[src/rtl/mod_147_rx_align.sv]
// ---------------------------------------------------------------------------
// mod_147_rx_align
//
// Receive code-group alignment for a 4B/5B PCS receive path. Serial bits
// recovered by the PMA are assembled into 5-bit code-groups. While the PMA
// reports no carrier the block emits SILENCE code-groups at the symbol rate.
// Once carrier is present it hunts for the SYNC (J) code-group to find the
// symbol boundary, and then emits every 5-bit window on that boundary. Three
// invalid code-groups in a row drop the block back to hunting.
//
// Ports:
//   clk               PCS clock, rising-edge active
//   pcs_reset         synchronous active-high reset, highest priority
//   pma_rx_bit_valid  one-cycle strobe per recovered bit
//   pma_rx_bit        recovered bit, used only while the strobe is high
//   rx_silence        level, PMA reports no carrier
//   RXn               newest aligned code-group
//   RXn_1             previous code-group
//   RXn_2             code-group two back
//   RXn_3             code-group three back
//   RSCD              one-cycle pulse, a new code-group is on RXn
//   align_state       00 = SILENT, 01 = HUNT, 10 = LOCKED
// ---------------------------------------------------------------------------
module mod_147_rx_align (
    input  logic       clk,
    input  logic       pcs_reset,
    input  logic       pma_rx_bit_valid,
    input  logic       pma_rx_bit,
    input  logic       rx_silence,
    output logic [4:0] RXn,
    output logic [4:0] RXn_1,
    output logic [4:0] RXn_2,
    output logic [4:0] RXn_3,
    output logic       RSCD,
    output logic [1:0] align_state
);

    localparam logic [1:0] ST_SILENT = 2'b00;
    localparam logic [1:0] ST_HUNT   = 2'b01;
    localparam logic [1:0] ST_LOCKED = 2'b10;

    localparam logic [4:0] SYNC    = 5'b11000;
    localparam logic [4:0] SILENCE = 5'b11111;

    logic [1:0] state_q,   state_d;
    logic [4:0] shift_q,   shift_d;
    logic [2:0] bitCnt_q,  bitCnt_d;
    logic [1:0] errCnt_q,  errCnt_d;
    logic [4:0] rxn0_q, rxn1_q, rxn2_q, rxn3_q;
    logic       rscd_q;

    logic       emit;
    logic [4:0] emitGroup;
    logic [4:0] window;

    // Code-groups that carry no meaning in the 4B/5B table.
    function automatic logic isInvalid(input logic [4:0] g);
        case (g)
            5'b00000, 5'b00001, 5'b00010, 5'b00011, 5'b00101,
            5'b00110, 5'b01000, 5'b01100, 5'b10000, 5'b11001: isInvalid = 1'b1;
            default:                                          isInvalid = 1'b0;
        endcase
    endfunction

    // First received bit ends up as the MSB: shift left, new bit in the LSB.
    assign window = {shift_q[3:0], pma_rx_bit};

    always_comb begin
        state_d   = state_q;
        shift_d   = shift_q;
        bitCnt_d  = bitCnt_q;
        errCnt_d  = errCnt_q;
        emit      = 1'b0;
        emitGroup = SILENCE;

        case (state_q)
            ST_SILENT: begin
                // Keep the symbol clock ticking with SILENCE code-groups.
                if (pma_rx_bit_valid) begin
                    if (bitCnt_q == 3'd4) begin
                        emit      = 1'b1;
                        emitGroup = SILENCE;
                        bitCnt_d  = 3'd0;
                    end else begin
                        bitCnt_d  = bitCnt_q + 3'd1;
                    end
                end
                errCnt_d = 2'd0;
                if (!rx_silence) begin
                    state_d  = ST_HUNT;
                    shift_d  = 5'b00000;
                    bitCnt_d = 3'd0;
                end
            end

            ST_HUNT: begin
                if (rx_silence) begin
                    state_d  = ST_SILENT;
                    shift_d  = 5'b00000;
                    bitCnt_d = 3'd0;
                    errCnt_d = 2'd0;
                end else if (pma_rx_bit_valid) begin
                    shift_d = window;
                    // SYNC found on any bit position defines the boundary.
                    if (window == SYNC) begin
                        emit      = 1'b1;
                        emitGroup = SYNC;
                        state_d   = ST_LOCKED;
                        bitCnt_d  = 3'd0;
                        errCnt_d  = 2'd0;
                    end
                end
            end

            ST_LOCKED: begin
                // Loss of carrier wins; a coincident bit is dropped.
                if (rx_silence) begin
                    state_d  = ST_SILENT;
                    shift_d  = 5'b00000;
                    bitCnt_d = 3'd0;
                    errCnt_d = 2'd0;
                end else if (pma_rx_bit_valid) begin
                    shift_d = window;
                    if (bitCnt_q == 3'd4) begin
                        emit      = 1'b1;
                        emitGroup = window;
                        bitCnt_d  = 3'd0;
                        if (isInvalid(window)) begin
                            // Third invalid in a row: still emitted, then re-hunt.
                            if (errCnt_q == 2'd2) begin
                                state_d  = ST_HUNT;
                                errCnt_d = 2'd0;
                                shift_d  = 5'b00000;
                            end else begin
                                errCnt_d = errCnt_q + 2'd1;
                            end
                        end else begin
                            errCnt_d = 2'd0;
                        end
                    end else begin
                        bitCnt_d = bitCnt_q + 3'd1;
                    end
                end
            end

            default: begin
                state_d  = ST_SILENT;
                shift_d  = 5'b00000;
                bitCnt_d = 3'd0;
                errCnt_d = 2'd0;
            end
        endcase
    end

    // State, taps and the RSCD strobe; taps move only on an emitted group.
    always_ff @(posedge clk) begin
        if (pcs_reset) begin
            state_q  <= ST_SILENT;
            shift_q  <= 5'b00000;
            bitCnt_q <= 3'd0;
            errCnt_q <= 2'd0;
            rxn0_q   <= SILENCE;
            rxn1_q   <= SILENCE;
            rxn2_q   <= SILENCE;
            rxn3_q   <= SILENCE;
            rscd_q   <= 1'b0;
        end else begin
            state_q  <= state_d;
            shift_q  <= shift_d;
            bitCnt_q <= bitCnt_d;
            errCnt_q <= errCnt_d;
            rscd_q   <= emit;
            if (emit) begin
                rxn3_q <= rxn2_q;
                rxn2_q <= rxn1_q;
                rxn1_q <= rxn0_q;
                rxn0_q <= emitGroup;
            end
        end
    end

    assign RXn         = rxn0_q;
    assign RXn_1       = rxn1_q;
    assign RXn_2       = rxn2_q;
    assign RXn_3       = rxn3_q;
    assign RSCD        = rscd_q;
    assign align_state = state_q;

endmodule
[config.mk]
export PLATFORM = sky130hd
export DESIGN_NAME = mod_147_rx_align
export DESIGN_NICKNAME = d
export VERILOG_FILES = /design/src/rtl/mod_147_rx_align.sv
export SDC_FILE = /design/constraint.sdc
export NUM_CORES = 1
export LEC_CHECK = 0
export ABC_AREA = 1
export BUFFER_PORTS_ARGS = -buffer_cell sky130_fd_sc_hd__buf_4
export CAP_MARGIN = 20
export CORE_ASPECT_RATIO = 0.9
export CORE_UTILIZATION = 50
export DETAILED_ROUTE_END_ITERATION = 8
export PLACE_DENSITY = 0.73
export SYNTH_ARGS = -nofsm -noshare
export SYNTH_HDL_FRONTEND = slang
export SYNTH_SLANG_ARGS = --single-unit
[constraint.sdc]
create_clock -name clk -period 4.2 [get_ports clk]
set_clock_uncertainty 0.05 [all_clocks]
set_input_delay 0.42 -clock clk [delete_from_list [all_inputs] [get_ports clk]]
set_output_delay 0.42 -clock clk [all_outputs]
set_load 0.02 [all_outputs]
==> results.cfg <==
[run_status]
status = finished clean

[critical_path]
critPathTopFamily = simple AND/OR/NAND/NOR gates
ff2ff_setup_slack_ns = 2.03
cp_max_fo = 21
worstSetupPathType = reg -> reg
cp.depth = 11
r2r_end = RXn_1[0]$_SDFFE_PP1P_
critPathCaptureType = register
r2r-start = align_state[0]$_SDFFE_PP0P_
critical_path_buf_inv_count = 3
worstPathArrival_ns = 2.31
cp_slowest_cell = dfxtp_1
startpoint_type = register
slowest_delay_ns = 0.37
rr_worst_depth = 11
worstPathCellList = inv_1, ha_1, inv_2, nor2_4, nor2_1, nor2_1, nand2_1, nand2_2, inv_2, nand2_1, nand3_1
required_ns = 4.33

[global_routing]
antenna_found_initial = 0
grt_pass1_vias = 1134
grt_pass1_wl_um = 4988
grt_max_degree = 25
track_usage_pct = 20.72
grt_overflow = 0

[clocking]
clock_latency_ns = 0.33
cts_resized = 0
cts_tree = yes
cts_made_buffers = 5
cts.clk_slew.worst_paths_ns = 0.10
cts-htree-levels = 2
cts_buffer_depth = 2
ctsHoldBuffers = 0
cts.sink_count = 32
cts-root-buf = clkbuf_4
post_cts_buffers = 0

[power_and_ir_drop]
total_power_uw = 835.4
ir_drop_v = 0.0002522
p_per_area_nw_per_um2 = 452.4
cellLeakagePower_uw = 0.0008855

[cells_and_area]
fillCellCount = 281
multi_input_area_um2 = 794.5
area_delta_synth_final_pct = 17.89
final_layout_size_suffix_gt1_share_pct = 16.47
diodes = 0
finalNetCount = 267
final_cell_area_um2 = 1847
utilization_pct = 64.57
seqCellArea_um2 = 640.6

[routing]
first_iter_violations = 63
drt_pre_antenna_iters = 4
via_per_inst = 4.919
antenna_left = 0
via_count = 1451
wire_per_inst_um = 10.94
drcViolationCount = 0
drt-total-wl_um = 3227

[synth]
yosys-top-cells-area = dfxtp_1 41%, nand2_1 18%, nand3_1 9.6%
synth_flop_cell = dfxtp_1
syn_nets = 240
ys_seq_area_share_pct = 40.89
muxShareOfSynthArea_pct = 0
synth_top_family_by_area = simple AND/OR/NAND/NOR gates
yosysTopAreaCell = dfxtp_1
ys_ff_latch = 32
synthAdderAreaFrac_pct = 6.390
synth_edf_count = 0
synthXorXnorAreaFrac_pct = 0
yosysMostFrequentCell = nand2_1
avgSynthCellArea_um2 = 6.901
synth_cells = 227
syn_area_um2 = 1567
netlist_top_cells_count = 76 x nand2_1, 32 x dfxtp_1, 30 x nand3_1
synth-simple-area-share_pct = 36.90
synth_compound_area_share_pct = 7.428
yosys.area.top_type_share_pct = 40.89
synth.distinct_cells = 21
synth_async_sr_flop_share_pct = 0
yosys_warnings = 0

[sta]
worst_pin_slew_ns = 0.7335
maxSlewHeadroom_pct = 51.05
period_share_pct = 51.75
setup_tns_ns = 0
fmax_mhz = 460.0
drv_slew = 0
period_minus_slack_ns = 2.174
rsz0062_at_grt = false
setup_viol = 0
finalHoldViolCount = 0

[placement]
dp_hpwl_um = 2281
place_area_um2 = 1770
finalWeightedCongestion = 0.9045
port-buffer-count = 27

[floorplan]
core_area_um2 = 2860
start_util_pct = 54.77
dieHeight_um = 55.10
fp.dieW_um = 61
rows = 18
io-pin-count = 28
dieArea_um2 = 3361

[min_path]
min_to = errCnt_q[1]$_SDFFE_PP0P_
hp-start = pcs_reset
whs_path_depth = 2
min_path_type = in -> reg

[run]
cap_viol_max_count = 0
-- worst max-delay path by stage --
stage	end	from	slack (ns)
6_report	RXn_1[0]$_SDFFE_PP1P_	align_state[0]$_SDFFE_PP0P_	2.03
5_1_grt	RXn_1[1]$_SDFFE_PP1P_	align_state[0]$_SDFFE_PP0P_	1.87
4_1_cts	RXn_1[0]$_SDFFE_PP1P_	align_state[0]$_SDFFE_PP0P_	2.03
3_5_place_dp	RXn_1[0]$_SDFFE_PP1P_	pma_rx_bit	2.00
3_3_place_gp	RXn[4]$_SDFFE_PP1P_	pma_rx_bit	2.12
2_1_floorplan	align_state[0]$_SDFFE_PP0P_	align_state[0]$_SDFFE_PP0P_	2.44
-- routing by layer --
layer | global-route usage [%] | vias to the layer above | share of wire (%)
met1 | 28.01 | 645 | 54
li1 | - | 777 | -
met5 | 0 | - | 0
met3 | 6.977 | 4 | 3.5
met4 | 9.091 | 0 | 1.1
met2 | 29.85 | 25 | 42
-- stage by stage --
stage,cells,hold WS [ns],setup slack (ns)
finish,295,0.2718,2.026
global route,295,0.2719,1.869
CTS,295,0.2727,2.035
detailed placement,287,0.3984,1.999
global placement,287,0.3944,2.123
floorplan,227,0.4049,2.438
-- worst reg2reg max path, delay by kind of cell, from the launching register on --
| family | cells | cell delay [ns] |
|---|---|---|
| buffers and inverters | 3 | 0.45 |
| adders and majority gates | 1 | 0.29 |
| DFF | 1 | 0.37 |
| and+or+nand+nor | 7 | 0.87 |
-- placed cells by master, fill, tap and decap left out --
master,Yosys,layout
nand2_1,76,76
dfxtp_1,32,32
nand3_1,30,30
buf_4,2,27
inv_1,20,20
nor2_1,20,20
a21oi_1,13,13
ha_1,8,8
o21ai_0,6,6
clkbuf_4,0,5
nand4_1,3,3
inv_2,2,2
nor2_2,2,2
a31oi_1,2,2
nor2_4,1,1
nand2_2,1,1
nand3b_1,1,1
or2_2,1,1
nor3_1,1,1
a31o_2,1,1
bufinv_16,0,1
clkbuf_1,3,1
clkinv_2,0,1
-- cells by family after synthesis --
kind of cell / after synthesis
compound gates: 22
fa+ha+maj: 8
buf+inv: 29
flops: 32
simple gates: 136
-- layout make-up --
| cell class | instances | share of cell area, % |
|---|---|---|
| well taps | 40 | 2.710 |
| inverters | 22 | 4.472 |
| clock inverters | 2 | 1.897 |
| clock buffers | 6 | 2.236 |
| multi-input cells | 166 | 43.02 |
| repair buffers | 27 | 10.98 |
| flip-flops and latches | 32 | 34.69 |
-- registers in the layout (all words and copies together), names as in the netlist --
name         count
RXn              5
errCnt_q         2
align_state      2
RXn_1            5
RXn_2            5
shift_q          4
RSCD             1
bitCnt_q         3
RXn_3            5
-- report_power, final --
group	total [uW]	switching (uW)	internal [uW]
registers	337	17.4	319
logic	270	175	95.2
clock network	229	104	125
total	835	296	539
Power figures use the tool's default switching activity.
